==> config.mk <==
export PLATFORM = sky130hd
export DESIGN_NAME = vga_capture
export DESIGN_NICKNAME = d
export VERILOG_FILES = /design/src/rtl/vga_capture.sv
export SDC_FILE = /design/constraint.sdc
export NUM_CORES = 1
export LEC_CHECK = 0
export CORE_ASPECT_RATIO = 1.1
export CORE_MARGIN = 2
export CORE_UTILIZATION = 55
export CTS_CLUSTER_DIAMETER = 60
export DETAILED_ROUTE_END_ITERATION = 16
export PLACE_DENSITY = 0.83
export SYNTH_ARGS = -nofsm -noshare
export SYNTH_HDL_FRONTEND = slang
export SYNTH_SLANG_ARGS = --single-unit
==> constraint.sdc <==
create_clock -name i_clk -period 5.3 [get_ports i_clk]
set_input_delay 0.795 -clock i_clk [delete_from_list [all_inputs] [get_ports i_clk]]
set_output_delay 0.795 -clock i_clk [all_outputs]
set_load 0.02 [all_outputs]
==> src/rtl/vga_capture.sv <==
// Receive side of the VGA path: registers the timing/pixel bundle, measures line and
// frame periods, locks to them and emits active-area pixels with their coordinates.
module vga_capture #(
    parameter int CNT_W = 10,
    parameter int ERR_W = 8
) (
    input  logic             i_clk,
    input  logic             i_rst_n,
    input  logic             i_VGA_HS,
    input  logic             i_VGA_VS,
    input  logic             i_VGA_blank,
    input  logic [7:0]       i_VGA_R,
    input  logic [7:0]       i_VGA_G,
    input  logic [7:0]       i_VGA_B,
    output logic             o_pix_valid,
    output logic [7:0]       o_pix_R,
    output logic [7:0]       o_pix_G,
    output logic [7:0]       o_pix_B,
    output logic [CNT_W-1:0] o_x,
    output logic [CNT_W-1:0] o_y,
    output logic             o_sof,
    output logic             o_locked,
    output logic [CNT_W-1:0] o_h_total,
    output logic [CNT_W-1:0] o_v_total,
    output logic [ERR_W-1:0] o_err_cnt
);

    typedef enum logic [1:0] {
        S_SEARCH  = 2'd0,
        S_MEASURE = 2'd1,
        S_LOCKED  = 2'd2
    } state_t;

    localparam logic [CNT_W-1:0] CNT_MAX = '1;
    localparam logic [CNT_W-1:0] CNT_ONE = {{(CNT_W-1){1'b0}}, 1'b1};
    localparam logic [ERR_W-1:0] ERR_MAX = '1;
    localparam logic [ERR_W-1:0] ERR_ONE = {{(ERR_W-1){1'b0}}, 1'b1};

    function automatic logic [CNT_W-1:0] sat_inc(input logic [CNT_W-1:0] v);
        return (v == CNT_MAX) ? v : v + CNT_ONE;
    endfunction

    // Stage 1 input registers and the edge-history copy of the sync/blank bits
    logic       hs1_q, vs1_q, bl1_q;
    logic       hs2_q, vs2_q, bl2_q;
    logic [7:0] r1_q, g1_q, b1_q;

    always_ff @(posedge i_clk) begin
        if (!i_rst_n) begin
            hs1_q <= 1'b1;
            vs1_q <= 1'b1;
            bl1_q <= 1'b1;
            hs2_q <= 1'b1;
            vs2_q <= 1'b1;
            bl2_q <= 1'b1;
            r1_q  <= 8'd0;
            g1_q  <= 8'd0;
            b1_q  <= 8'd0;
        end else begin
            hs1_q <= i_VGA_HS;
            vs1_q <= i_VGA_VS;
            bl1_q <= i_VGA_blank;
            hs2_q <= hs1_q;
            vs2_q <= vs1_q;
            bl2_q <= bl1_q;
            r1_q  <= i_VGA_R;
            g1_q  <= i_VGA_G;
            b1_q  <= i_VGA_B;
        end
    end

    logic hs_fall, vs_fall, bl_fall;
    assign hs_fall = hs2_q & ~hs1_q;
    assign vs_fall = vs2_q & ~vs1_q;
    assign bl_fall = bl2_q & ~bl1_q;

    state_t           state_q;
    logic [CNT_W-1:0] h_cnt_q, h_cnt_d;
    logic [CNT_W-1:0] l_cnt_q, l_cnt_d;
    logic [CNT_W-1:0] x_q, x_d;
    logic [CNT_W-1:0] y_q, y_d;
    logic [CNT_W-1:0] line_per, frame_per;
    logic             h_sat;

    assign h_sat    = (h_cnt_q == CNT_MAX);
    assign line_per = sat_inc(h_cnt_q);
    // A coincident HS edge closes the old frame, so it is counted into this period
    assign frame_per = hs_fall ? sat_inc(l_cnt_q) : l_cnt_q;

    always_comb begin
        h_cnt_d = sat_inc(h_cnt_q);
        if (hs_fall || (state_q == S_SEARCH && vs_fall))
            h_cnt_d = '0;

        l_cnt_d = l_cnt_q;
        if (vs_fall)
            l_cnt_d = '0;
        else if (hs_fall)
            l_cnt_d = sat_inc(l_cnt_q);

        x_d = bl1_q ? sat_inc(x_q) : '0;

        y_d = y_q;
        if (vs_fall)
            y_d = '0;
        else if (bl_fall)
            y_d = sat_inc(y_q);
    end

    always_ff @(posedge i_clk) begin
        if (!i_rst_n) begin
            h_cnt_q <= '0;
            l_cnt_q <= '0;
            x_q     <= '0;
            y_q     <= '0;
        end else begin
            h_cnt_q <= h_cnt_d;
            l_cnt_q <= l_cnt_d;
            x_q     <= x_d;
            y_q     <= y_d;
        end
    end

    // Timing FSM; the lock flag and the measured totals are registered alongside the state
    logic             locked_q;
    logic             have_prev_q;
    logic [CNT_W-1:0] h_total_q, v_total_q;
    logic [ERR_W-1:0] err_cnt_q;

    always_ff @(posedge i_clk) begin
        if (!i_rst_n) begin
            state_q     <= S_SEARCH;
            locked_q    <= 1'b0;
            have_prev_q <= 1'b0;
            h_total_q   <= '0;
            v_total_q   <= '0;
            err_cnt_q   <= '0;
        end else begin
            case (state_q)
                S_SEARCH: begin
                    if (vs_fall) begin
                        state_q     <= S_MEASURE;
                        have_prev_q <= 1'b0;
                    end
                end
                S_MEASURE: begin
                    if (hs_fall) begin
                        h_total_q   <= line_per;
                        have_prev_q <= 1'b1;
                    end
                    if (h_sat || (hs_fall && have_prev_q && line_per != h_total_q)) begin
                        state_q <= S_SEARCH;
                    end else if (vs_fall) begin
                        v_total_q <= frame_per;
                        state_q   <= S_LOCKED;
                        locked_q  <= 1'b1;
                    end
                end
                S_LOCKED: begin
                    if (h_sat ||
                        (hs_fall && line_per != h_total_q) ||
                        (vs_fall && frame_per != v_total_q)) begin
                        state_q  <= S_SEARCH;
                        locked_q <= 1'b0;
                        if (err_cnt_q != ERR_MAX)
                            err_cnt_q <= err_cnt_q + ERR_ONE;
                    end
                end
                default: begin
                    state_q  <= S_SEARCH;
                    locked_q <= 1'b0;
                end
            endcase
        end
    end

    // Stage 2 output registers
    logic             valid_q, sof_q;
    logic [7:0]       r2_q, g2_q, b2_q;
    logic [CNT_W-1:0] ox_q, oy_q;

    always_ff @(posedge i_clk) begin
        if (!i_rst_n) begin
            valid_q <= 1'b0;
            sof_q   <= 1'b0;
            r2_q    <= 8'd0;
            g2_q    <= 8'd0;
            b2_q    <= 8'd0;
            ox_q    <= '0;
            oy_q    <= '0;
        end else begin
            valid_q <= bl1_q && (state_q == S_LOCKED);
            sof_q   <= vs_fall && (state_q == S_LOCKED);
            r2_q    <= r1_q;
            g2_q    <= g1_q;
            b2_q    <= b1_q;
            ox_q    <= bl1_q ? x_q : '0;
            oy_q    <= y_q;
        end
    end

    assign o_pix_valid = valid_q;
    assign o_pix_R     = r2_q;
    assign o_pix_G     = g2_q;
    assign o_pix_B     = b2_q;
    assign o_x         = ox_q;
    assign o_y         = oy_q;
    assign o_sof       = sof_q;
    assign o_locked    = locked_q;
    assign o_h_total   = h_total_q;
    assign o_v_total   = v_total_q;
    assign o_err_cnt   = err_cnt_q;

endmodule

=== Yosys cells after proc, flatten, opt, wreduce, memory -nomap -nowiden ===
Cells that the tools add are included.

* Flip-flop bits (word level): 148
* Input port bits: 29
* Output and inout bits: 75
* Logic and storage cells: 94

* $add $sub $neg: 5
* Eq/ne operators: 15
* Mux-type cells: 15
* Bitwise logic cells: 10
* Reduce and logical (&&, ||, !) cells: 23

{| class="wikitable"
|+ Operator list
! operator !! number
|-
| $add A10 B1 Y10 const B || 4
|-
| $eq A10 B10 Y1 const B || 4
|-
| $mux W10 || 3
|-
| $ne A10 B10 Y1 || 2
|-
| $reduce_and A3 Y1 || 4
|-
| $ne A2 B2 Y1 const B || 5
|-
| $add A8 B1 Y8 const B || 1
|-
| $mux W2 || 4
|-
| $ne A8 B8 Y1 const B || 1
|-
| $logic_and A1 B1 Y1 || 7
|-
| $not A1 Y1 || 7
|-
| $pmux W2 S3 || 1
|-
| $reduce_and A2 Y1 || 3
|-
| $mux W1 || 5
|-
| $logic_or A1 B1 Y1 || 4
|-
| $reduce_and A4 Y1 || 1
|-
| $reduce_or A2 Y1 || 2
|-
| $and A1 B1 Y1 || 3
|-
| $ne A3 B3 Y1 const B || 1
|-
| $pmux W1 S3 || 1
|-
| $eq A2 B1 Y1 const B || 1
|-
| $eq A2 B2 Y1 const B || 1
|-
| $logic_not A2 Y1 || 1
|-
| $pmux W1 S2 || 1
|-
| $reduce_bool A2 Y1 || 1
|}

=== Longest topological paths before layout ===
* Word-level depth: 8
* Mapped depth: 10
* Depth with buffers taken out: 9

=== Worst setup path before layout ===
Ideal clock, no wire load.

* Kind: reg-to-reg
* From: register l_cnt_q[0]
* To: register locked_q (netlist: o_locked)
* Library setup time: 0.086 ns
* Arrival: 2.576 ns
* Required time: 5.214 ns
* Setup slack: 2.637 ns
* Cell stages (with the launch flop): 10
* Buffers on the path: 0
* Clock period less this slack: 2.663 ns
* Path through: dfxtp_1 > ha_1 > nand3_2 > o31ai_2 > mux2i_1 > xor2_1 > nand4_1 > o31a_1 > or3_1 > a221oi_2

* Cells in the longest elaborated chain, start to end: 8
* Elaborated cells between the ends (all ways): 9
* Those cells by class: add/sub: 1; eq/ne: 3; mux: 2; reduce/logical: 3

{| class="wikitable"
|+ Ends and longest elaborated chain
! item !! RTL line !! RTL
|-
| start, declared || 79 || <nowiki>logic [CNT_W-1:0] l_cnt_q, l_cnt_d;</nowiki>
|-
| start signal, assigned || 118 || <nowiki>l_cnt_q <= l_cnt_d;</nowiki>
|-
| $add A10 B1 Y10 / $eq A10 B10 Y1 (equally long branches) || 40 || <nowiki>return (v == CNT_MAX) ? v : v + CNT_ONE;</nowiki>
|-
| $mux W10 || n/a ||
|-
| $mux W10 * || n/a ||
|-
| $ne A10 B10 Y1 * || 162 || <nowiki>(vs_fall && frame_per != v_total_q)) begin</nowiki>
|-
| $logic_and A1 B1 Y1 * || 162 ||
|-
| $logic_or A1 B1 Y1 * || 161 || <nowiki>(hs_fall && line_per != h_total_q) ||</nowiki>
|-
| $ne A2 B2 Y1 (no line) * || n/a ||
|-
| $reduce_and A4 Y1 (no line) * || n/a ||
|-
| end signal, assigned || 156 || <nowiki>locked_q <= 1'b1;</nowiki>
|-
| end signal, assigned || 164 || <nowiki>locked_q <= 1'b0;</nowiki>
|-
| end signal, assigned || 171 || <nowiki>locked_q <= 1'b0;</nowiki>
|-
| end, declared || 125 || <nowiki>logic locked_q;</nowiki>
|}

Mark *: on every way between the ends. The rest lies on a longest branch, timed or not.
A chain may end at the register's enable or synchronous reset.

=== Worst setup path in the final report ===
* From: register h_cnt_q[0]
* To: register v_total_q[7] (netlist: o_v_total[7])

* Cells in the longest elaborated chain, start to end: 7
* Elaborated cells between the ends (all ways): 8
* Those cells by class: add/sub: 1; eq/ne: 2; mux: 1; bitwise: 1; reduce/logical: 3

{| class="wikitable"
|+ Ends and longest elaborated chain
! item !! RTL line !! RTL
|-
| start, declared || 78 || <nowiki>logic [CNT_W-1:0] h_cnt_q, h_cnt_d;</nowiki>
|-
| start signal, assigned || 117 || <nowiki>h_cnt_q <= h_cnt_d;</nowiki>
|-
| $add A10 B1 Y10 / $eq A10 B10 Y1 (equally long branches) || 40, 85 ||
|-
| $mux W10 || n/a ||
|-
| $ne A10 B10 Y1 || 151 || <nowiki>if (h_sat || (hs_fall && have_prev_q && line_per != h_total_q)) begin</nowiki>
|-
| $logic_and A1 B1 Y1 || 151 ||
|-
| $logic_or A1 B1 Y1 * || 151 ||
|-
| $not A1 Y1 (no line) * || n/a ||
|-
| $reduce_and A3 Y1 (no line) * || n/a ||
|-
| end signal, assigned || 154 || <nowiki>v_total_q <= frame_per;</nowiki>
|-
| end, declared || 127 || <nowiki>logic [CNT_W-1:0] h_total_q, v_total_q;</nowiki>
|}

Marked as above.

==> impl_metrics.env <==
export IMPL_fin_crit_sh=0.611
export IMPL_hold_ws_ps=431
export IMPL_slew_limit_headroom=0.456
export IMPL_start_kind="flip-flop"
export IMPL_yosysSeqAreaShare=0.508
export IMPL_yosys_area_share_xor_xnor=0.0481
export IMPL_synth_fa_ha_area_frac=0.0107
export IMPL_globalplace_congestion=0.880
export IMPL_syn_nets=650
export IMPL_synth_compound_area_frac=0.109
export IMPL_io_pins=104
export IMPL_synth_area_sq_mm=0.00583
export IMPL_yosys_warnings=0
export IMPL_synth_top_family_by_area="simple AND/OR/NAND/NOR gates"
export IMPL_min_period_ps=3240
export IMPL_skew_ps=6.61
export IMPL_via_per_inst=5.40
export IMPL_r2r_setup_slack_ps=2060
export IMPL_setup_viol=0
export IMPL_num_nets_final=749
export IMPL_core_sq_mm=0.0103
export IMPL_startpoint="h_cnt_q[0]$_SDFF_PP0_"
export IMPL_tightest_slew_ps=816
export IMPL_drc=0
export IMPL_critPathCaptureType="flip-flop"
export IMPL_grt_pass1_wl_um=21100
export IMPL_whs_endpoint="o_pix_B[3]$_SDFF_PN0_"
export IMPL_area_growth_pct=28.7
export IMPL_slowest_delay_ps=540
export IMPL_path_cells="ha_1 > nand3_1 > nor3_2 > mux2i_1 > xor2_1 > nand3_1 > o21ai_2 > and3_1 > mux2i_1"
export IMPL_wire_per_inst_um=14.7
export IMPL_path_class="reg -> reg"
export IMPL_reg2reg_to="o_v_total[7]$_SDFFE_PN0P_"
export IMPL_synth_ff_type="dfxtp_1"
export IMPL_cts_path_max_buffers=2
export IMPL_clkTransAtPathRegs_ps=60
export IMPL_numCtsBuffers=17
export IMPL_ys_types=62
export IMPL_clock_latency_ps=420
export IMPL_fp_row_count=39
export IMPL_synthSimpleGateAreaFrac=0.258
export IMPL_cts_resized=0
export IMPL_slowest_stage="and3_1"
export IMPL_peakVddDrop_v=0.000254
export IMPL_final_cell_count_no_fill=871
export IMPL_syn_avg_cell_area_sq_um=9.46
export IMPL_drtPass1Iterations=4
export IMPL_dp_hpwl_um=8780
export IMPL_ys_ff_latch=148
export IMPL_root_buffer="clkbuf_16"
export IMPL_fillers=778
export IMPL_grt_ovfl_total=0
export IMPL_finalSetupTns_ps=0
export IMPL_ff2ff_path_depth=9
export IMPL_powerDensity_mw_per_mm2=319
export IMPL_status="finished clean"
export IMPL_rsz0062_at_grt="false"
export IMPL_worstPathRequired_ps=5630
export IMPL_cp_data_arrival_time_ps=3570
export IMPL_start_util=0.563
export IMPL_vias=4702
export IMPL_n_antenna_cell=0
export IMPL_cts_setup_buffers=0
export IMPL_max_clock_freq_mhz=309
export IMPL_cts_tree="yes"
export IMPL_drive_above_1_share=0.0783
export IMPL_hold_path_class="reg -> reg"
export IMPL_synthArstFlopShare=0
export IMPL_port_buffers=103
export IMPL_ant_nets=0
export IMPL_drt_total_wl_um=12800
export IMPL_drtIter0Drc=215
export IMPL_reg2reg_from="h_cnt_q[0]$_SDFF_PP0_"
export IMPL_grt_usage=0.233
export IMPL_slew_violations=0
export IMPL_die_h_um=112
export IMPL_die_w_um=102
export IMPL_final_hold_viol_count=0
export IMPL_htreeDepth=4
export IMPL_syn_inst=616
export IMPL_synth_area_mux_share=0.0399
export IMPL_static_leakage_power_nw=2.78
export IMPL_grt_pass1_vias=4556
export IMPL_maxCapViolCount=0
export IMPL_holdBufCountCts=0
export IMPL_antenna_found_initial=0
export IMPL_grt_max_degree=60
export IMPL_synth_edf_count=0
export IMPL_placed_cells=839
export IMPL_hold_path_cell_count=1
export IMPL_min_delay_start="b1_q[3]$_SDFF_PN0_"
export IMPL_cts_sinks=148
export IMPL_path_max_fanout=9
export IMPL_die_area_sq_mm=0.0114
[metal layers]
layer	track usage	vias to the layer above	share of wire	routed length, um
li1	-	2332	-	-
met1	0.281	2250	0.42	5430
met2	0.394	97	0.51	6590
met3	0.0552	23	0.038	485
met4	0.0933	0	0.022	287
met5	0	-	0	0
[state kept, by name, summed over array words and instances (netlist names), 10 cells and up]
signal     cells
o_h_total     10
l_cnt_q       10
x_q           10
y_q           10
h_cnt_q       10
o_x           10
o_y           10
o_v_total     10
[logic make-up after synthesis]
logic type | Yosys count
adder cells (fa/ha/maj) | 5
buffers and inverters | 38
multiplexers | 23
flip-flops | 148
AND/OR/NAND/NOR | 278
AO/OA/AOI/OAI | 92
XOR/XNOR | 32
[worst max-delay path by stage]
stage,to,slack [ps],cells after the start
2_1_floorplan,o_locked$_SDFFE_PN0P_,2640,9
3_3_place_gp,o_err_cnt[1]$_SDFFE_PN0P_,2250,9
3_5_place_dp,o_err_cnt[1]$_SDFFE_PN0P_,2150,9
4_1_cts,o_v_total[7]$_SDFFE_PN0P_,2100,9
5_1_grt,o_v_total[7]$_SDFFE_PN0P_,1790,9
6_report,o_v_total[7]$_SDFFE_PN0P_,2060,9
[cell usage in the layout (no fill, tap or decap), drive strengths merged, types with 2 or more instances in the layout]
master	netlist	layout
nand2b	20	20
nand4	12	12
and3	16	16
buf	4	3
nor3	11	11
a2bb2oi	2	2
o21ai	12	12
xnor2	11	11
a31oi	5	5
o2111ai	2	2
xor2	21	21
nand2	48	48
a211oi	10	10
mux2i	21	21
o31ai	6	6
clkinv	0	6
nor2	54	54
or3	5	5
nor3b	3	3
inv	13	17
mux2	2	2
clkinvlp	0	3
clkdlybuf4s50	0	102
o211ai	2	2
and2	58	58
or2	9	9
a311o	2	2
dfxtp	148	148
nor4	4	4
a21oi	32	32
clkbuf	21	19
a31o	2	2
nand3	25	25
a211o	2	2
ha	5	5
nor2b	7	7
a2111oi	4	4
o311ai	2	2
[cell type report]
cell class / instances / area (sq um) / area share
Tap cell: 143 / 179 / 0.0239
Multi-Input combinational cell: 430 / 2720 / 0.362
Inverter: 13 / 48.8 / 0.00651
Clock inverter: 13 / 98.8 / 0.0132
Clock buffer: 19 / 453 / 0.0604
Timing Repair Buffer: 105 / 1040 / 0.139
Sequential cell: 148 / 2960 / 0.395
[cells in the mapped netlist, types with 4 or more instances]
master | count | area share
nor2_1 | 54 | 0.035
or3_1 | 5 | 0.0054
xor2_1 | 21 | 0.032
o21ai_0 | 9 | 0.0077
clkbuf_1 | 21 | 0.014
and3_1 | 16 | 0.017
nor2b_1 | 7 | 0.0075
a31oi_1 | 5 | 0.0054
ha_1 | 5 | 0.011
a211oi_1 | 9 | 0.012
o31ai_1 | 4 | 0.0052
dfxtp_1 | 148 | 0.51
and2_1 | 58 | 0.062
mux2i_1 | 21 | 0.036
or2_2 | 8 | 0.0086
xnor2_1 | 11 | 0.017
nand3_1 | 24 | 0.021
nor3_1 | 10 | 0.0086
nand2b_1 | 20 | 0.021
inv_1 | 13 | 0.0084
nand4_1 | 12 | 0.013
a21oi_1 | 32 | 0.027
nand2_1 | 48 | 0.031
[worst max-delay path, delay by kind of cell (launching register included)]
family,cells,cell delay (ps)
and+or+nand+nor,4,1310
muxes,2,630
DFF,1,440
AOI/OAI and AO/OA,1,320
adders and majority gates,1,260
xor gates and xnor gates,1,190
[through the flow]
stage | area [sq um] | util | setup WS [ps] | total power, mW
2_1_floorplan | 5830 | - | 2640 | 1.25
3_3_place_gp | 6950 | 0.672 | 2250 | 1.31
3_5_place_dp | 6950 | 0.672 | 2150 | 1.31
4_1_cts | 7500 | 0.725 | 2100 | 2.41
5_1_grt | 7500 | 0.725 | 1790 | 2.47
6_report | 7500 | 0.725 | 2060 | 2.39
[report_power, final]
| part | total, mW | internal (mW) | switching [mW] | leakage [nW] |
|---|---|---|---|---|
| Combinational | 0.131 | 0.0630 | 0.0676 | 1.30 |
| Clock | 1.10 | 0.628 | 0.477 | 0.267 |
| Sequential | 1.16 | 1.14 | 0.0160 | 1.21 |
No activity file was read; power rests on OpenSTA's default activity.
==> RTL change 1: new RTL, same flow settings <==
Make the reset (`i_rst_n`) asynchronous in 4 clocked blocks.
--- a/src/rtl/vga_capture.sv
+++ b/src/rtl/vga_capture.sv
@@ -45,7 +45,7 @@
     logic       hs2_q, vs2_q, bl2_q;
     logic [7:0] r1_q, g1_q, b1_q;
 
-    always_ff @(posedge i_clk) begin
+    always_ff @(posedge i_clk or negedge i_rst_n) begin
         if (!i_rst_n) begin
             hs1_q <= 1'b1;
             vs1_q <= 1'b1;
@@ -107,7 +107,7 @@
             y_d = sat_inc(y_q);
     end
 
-    always_ff @(posedge i_clk) begin
+    always_ff @(posedge i_clk or negedge i_rst_n) begin
         if (!i_rst_n) begin
             h_cnt_q <= '0;
             l_cnt_q <= '0;
@@ -127,7 +127,7 @@
     logic [CNT_W-1:0] h_total_q, v_total_q;
     logic [ERR_W-1:0] err_cnt_q;
 
-    always_ff @(posedge i_clk) begin
+    always_ff @(posedge i_clk or negedge i_rst_n) begin
         if (!i_rst_n) begin
             state_q     <= S_SEARCH;
             locked_q    <= 1'b0;
@@ -179,7 +179,7 @@
     logic [7:0]       r2_q, g2_q, b2_q;
     logic [CNT_W-1:0] ox_q, oy_q;
 
-    always_ff @(posedge i_clk) begin
+    always_ff @(posedge i_clk or negedge i_rst_n) begin
         if (!i_rst_n) begin
             valid_q <= 1'b0;
             sof_q   <= 1'b0;
Formal check against the unedited RTL: differs if i_rst_n is asserted again (counterexample within 4 cycles, from zero or initial values and one cycle with i_rst_n low); with i_rst_n held inactive, the same outputs for 10 cycles.
==> RTL change 1 against the original RTL <==
- utilization decreased by 0.73 points
- via count decreased by 6.7%
- wire length increased by 3.4%
- count of clock-buffer cells in the layout decreased by 1
- hold slack got worse by 83 ps
- largest cell class unchanged
- fmax decreased by 4.8%
- design area increased by 4.4%
- critical path type unchanged
- area after synthesis increased by 5.2%
- sequential cell count unchanged
- setup slack got worse by 160 ps
Power is not compared: it rests on default switching activity, and its combinational part moved more than twofold at a synthesized area within 25%.
==> RTL change 1: results (changes against the original RTL) <==
[timing]
skew_ps = 11.8  ; +5.23 ps
fin_hold_ws_ps = 348  ; -83.1 ps
max_slew_margin_pct = 38.7  ; -6.8 points

[synth]
ys_async_sr_fraction_pct = 100  ; +100 points
synth_compound_area_share_pct = 9.78  ; -1.2 points
synth_nets = 562  ; -14%
synth_mux_area_share_pct = 4.41  ; +0.42 points
yosysUniqueCellTypes = 69  ; +11%
synth_xor_xnor_area_share_pct = 5.98  ; +1.2 points
ys_seq_area_share_pct = 60.5  ; +9.7 points
synthTopCellsByArea = dfrtp_1 58%, xor2_1 3.7%, nor2_1 2.9%, nand2_1 2.8%, dfstp_2 2.6%
synth_commonest_cells = 142 x dfrtp_1, 47 x nor2_1, 45 x nand2_1
yosys_warnings = 0  ; unchanged
synth_adder_area_share_pct = 1.02  ; -0.053 points

[cts]
clk_latency_ps = 420  ; about the same
post_cts_buffers = 0  ; unchanged
cts-resized-gates = 0  ; unchanged
clock-root-buffer = clkbuf_16

[layout]
fin_nets = 667  ; -11%
diodes = 0  ; unchanged
drive_above_1_share_pct = 9.75  ; +1.9 points
n_fill_cell = 788  ; +1.3%

[grt]
track_usage_pct = 23.2  ; about the same
grt_pass1_vias = 4450  ; -2.3%
grt_pass1_wl_mm = 21.8  ; +3.1%
grt_max_degree = 102  ; +70%
antenna_found_initial = 0  ; unchanged

[pwr]
irDropWorstVdd_mv = 0.289

[drt]
drtIter0Drc = 269  ; +25%
finalWirelength_mm = 13.2  ; +3.4%
routed_via_density = 5.53  ; +2.4%

[place]
portBuffers = 103  ; unchanged
gp_congestion = 0.916  ; +4.1%
hpwl_mm = 8.94  ; +1.9%

[min_path]
hold_path.class = register to register
worstHoldStart = r1_q[6]

[run_status]
status = complete, no violations

[critical_path]
crit_fanout = 12  ; +3
arrival_ps = 3690  ; +120 ps
cp-startpoint = h_cnt_q[0]

-- RTL change 1: changes by cell type in the layout (fill, tap and decap cells not counted), sizes merged, moves of 5 or more --
| cell | unedited run | this run |
|---|---|---|
| dfxtp | 148 | 0 |
| dfrtp | 0 | 142 |
| and2 | 58 | 12 |
| a21oi | 32 | 9 |
| o21ai | 12 | 31 |
| inv | 17 | 28 |
| nand2b | 20 | 11 |
| or2 | 9 | 1 |
| nor2 | 54 | 47 |
| nor3 | 11 | 4 |
| dfstp | 0 | 6 |
| xor2 | 21 | 27 |
| mux2i | 21 | 16 |
-- RTL change 1: routing by layer --
metal  global-route usage [%]  part of all wire [%]  wire, um  vias up
met5                        0                     0         0        -
met4                     9.07                   2.6       340        0
met3                     8.08                   6.4       844       33
met2                     40.5                    52      6820      141
met1                     26.7                    39      5220     2172
li1                         -                     -         -     2039
-- RTL change 1: power by group through the flow --
stage / logic, W / registers (W) / clock network [W]
2_1_floorplan: 0.000303 / 0.00139 / 0
3_3_place_gp: 0.000548 / 0.00135 / 0
3_5_place_dp: 0.000558 / 0.00136 / 0
4_1_cts: 0.000566 / 0.00135 / 0.00112
5_1_grt: 0.000616 / 0.00136 / 0.00118
6_report: 0.000564 / 0.00135 / 0.00111
-- RTL change 1: stage by stage --
| stage | worst slack (ps) | cells | cell area [um2] | total power (W) |
|---|---|---|---|---|
| after floorplan | 2640 | 528 | 6130 | 0.00169 |
| after global placement | 2270 | 761 | 7270 | 0.00190 |
| after detailed placement | 2010 | 761 | 7270 | 0.00192 |
| after CTS | 1960 | 793 | 7830 | 0.00304 |
| after global routing | 1690 | 793 | 7830 | 0.00316 |
| final | 1900 | 793 | 7830 | 0.00302 |
-- RTL change 1: cell type report --
class	instances	area share, %
inverters	22	1.05
flip-flops and latches	148	47.4
repair buffers	106	13.5
multi-input cells	338	28.6
well taps	147	2.35
clock inverters	14	1.52
clock buffers	18	5.61
-- RTL change 1: final timing paths --
path	depth (start not counted)	end	slack [ps]
max	9	o_v_total[4]	1900
min	0	o_pix_R[6]	350
max reg2reg	9	o_v_total[4]	1900
min reg2reg	0	o_pix_R[6]	350
max in group asynchronous	2	o_h_total[6]	3660
min in group asynchronous	1	o_h_total[4]	430
-- RTL change 1: cell families (layout without fill, tap and decap cells) --
logic type                 count (synthesis)  after routing
muxes                                     23             23
buffers and inverters                     42            160
xor gates and xnor gates                  41             41
DFF                                      148            148
adders and majority gates                  5              5
and+or+nand+nor                          184            184
AOI/OAI and AO/OA                         85             85
-- RTL change 1: critical path, stage by stage, from the launching register on --
cell and delay, ps:
dfrtp_1 460, ha_1 380, nand4_1 220, nor3_2 590
o21ai_1 250, xor2_1 190, nand4_1 190, o21ai_2 210
nand3_2 340, mux2_1 440
==> RTL change 2: new RTL, same settings <==
Made on the original files. The parameter `CNT_W` goes from 10 to 14.
--- a/src/rtl/vga_capture.sv
+++ b/src/rtl/vga_capture.sv
@@ -1,7 +1,7 @@
 // Receive side of the VGA path: registers the timing/pixel bundle, measures line and
 // frame periods, locks to them and emits active-area pixels with their coordinates.
 module vga_capture #(
-    parameter int CNT_W = 10,
+    parameter int CNT_W = 14,
     parameter int ERR_W = 8
 ) (
     input  logic             i_clk,
Interface: changed (resized o_h_total, o_v_total, o_x and o_y); port bits go from 104 to 120. The function was not compared with the original's and may differ.
==> RTL change 2 against the original RTL <==
- sequential cell count grew 32
- power grew 17%
- clock power grew 15%
- design area grew 23%
- area after synthesis grew 28%
- setup slack lost 950 ps
- wire length grew 31%
- highest routed layer unchanged
==> RTL change 2: results (changes against the original RTL) <==
[critical_path]
slowest_delay_ps = 830  ; +290 ps
cp_top_family = compound AO/OA/AOI/OAI gates
r2r_setup_slack_ps = 1110  ; -950 ps
crit_slowest_cell = a2111o_1
arrival_ps = 4530  ; +960 ps
r2r_end = o_v_total[13]
worstRegToRegCells = 10  ; +1
crit_fanout = 22  ; +13

[layout]
n_fill_cell = 1018  ; +31%
bufAreaShareNonClock_pct = 13.0  ; -0.89 points
drive_above_1_share_pct = 5.29  ; -2.5 points
nClkBuffers = 21  ; +2
clock_area_share_pct = 6.44  ; -0.91 points
multi_input_area_share_pct = 38.8  ; +2.6 points
inverters = 14  ; +1
areaGrowthSynthToFinish_pct = 24.0
seq_share_pct = 39.0  ; -0.52 points
multi_input_gates = 580  ; +35%
fin_nets = 948  ; +27%

[grt]
track_usage_pct = 23.5  ; +0.28 points
antenna_found_initial = 0  ; unchanged
grt_max_degree = 103  ; +72%

[drt]
drtPass1Iterations = 5  ; +1
num_vias = 6053  ; +29%
drtIter0Drc = 339  ; +58%
routed_via_density = 5.56  ; +3.1%
wl_per_cell_um = 15.4  ; +4.8%

[synth]
ys_seq_area_share_pct = 48.3  ; -2.5 points
synth_nets = 855  ; +32%
synth_adder_area_share_pct = 0.839  ; -0.23 points
postSynthCellCount = 821  ; +33%
yosysUniqueCellTypes = 65  ; +4.8%
synth_xor_xnor_area_share_pct = 5.37  ; +0.56 points
synth_mux_area_share_pct = 3.66  ; -0.33 points
synth_commonest_cells = 180 x dfxtp_1, 90 x nor2_1, 66 x and2_1
synth_compound_area_share_pct = 10.4  ; -0.54 points

[timing]
tightestPinTransition_ps = 1140  ; +322 ps
skew_ps = 7.88  ; +1.27 ps
fin_crit_ps = 4190  ; +947 ps

[run_status]
status = complete, no violations

[place]
dp_cells = 1056  ; +26%
gp_congestion = 0.950  ; +8.0%
dp_slack_ps = 1210  ; -943 ps
portBuffers = 119  ; +16%
hpwl_mm = 11.3  ; +29%

[pwr]
p_leak_nw = 3.48  ; +25%
irDropWorstVdd_mv = 0.299  ; +18%

[cts]
clk_latency_ps = 440  ; +20 ps

[floorplanning]
dieArea_um2 = 14500  ; +27%

==> RTL change 2: worst min-delay path by stage <==
| stage | end | startpoint |
|---|---|---|
| after detailed placement | o_pix_B[2] | b1_q[2] |
| final | o_pix_B[2] | b1_q[2] |
| after global placement | o_pix_B[6] | b1_q[6] |
| after global routing | o_pix_R[0] | r1_q[0] |
| after CTS | o_pix_B[2] | b1_q[2] |
| after floorplan | vs2_q | vs1_q |
==> RTL change 2: routing by layer <==
layer	part of all wire (%)	vias to the layer above	wire, um	track usage, %
met5	0	-	0	0
met4	1.1	0	183	6.73
met1	44	2820	7330	30.1
met3	7.0	17	1170	7.75
met2	48	179	8060	38.0
li1	-	3037	-	-
==> RTL change 2: where the power goes <==
part / switching, W / leakage [nW] / total (W) / internal [W]
clock network: 0.000547 / 0.287 / 0.00126 / 0.000708
registers: 0.0000167 / 1.46 / 0.00140 / 0.00138
logic: 0.0000722 / 1.73 / 0.000138 / 0.0000657
total: 0.000636 / 3.48 / 0.00279 / 0.00215
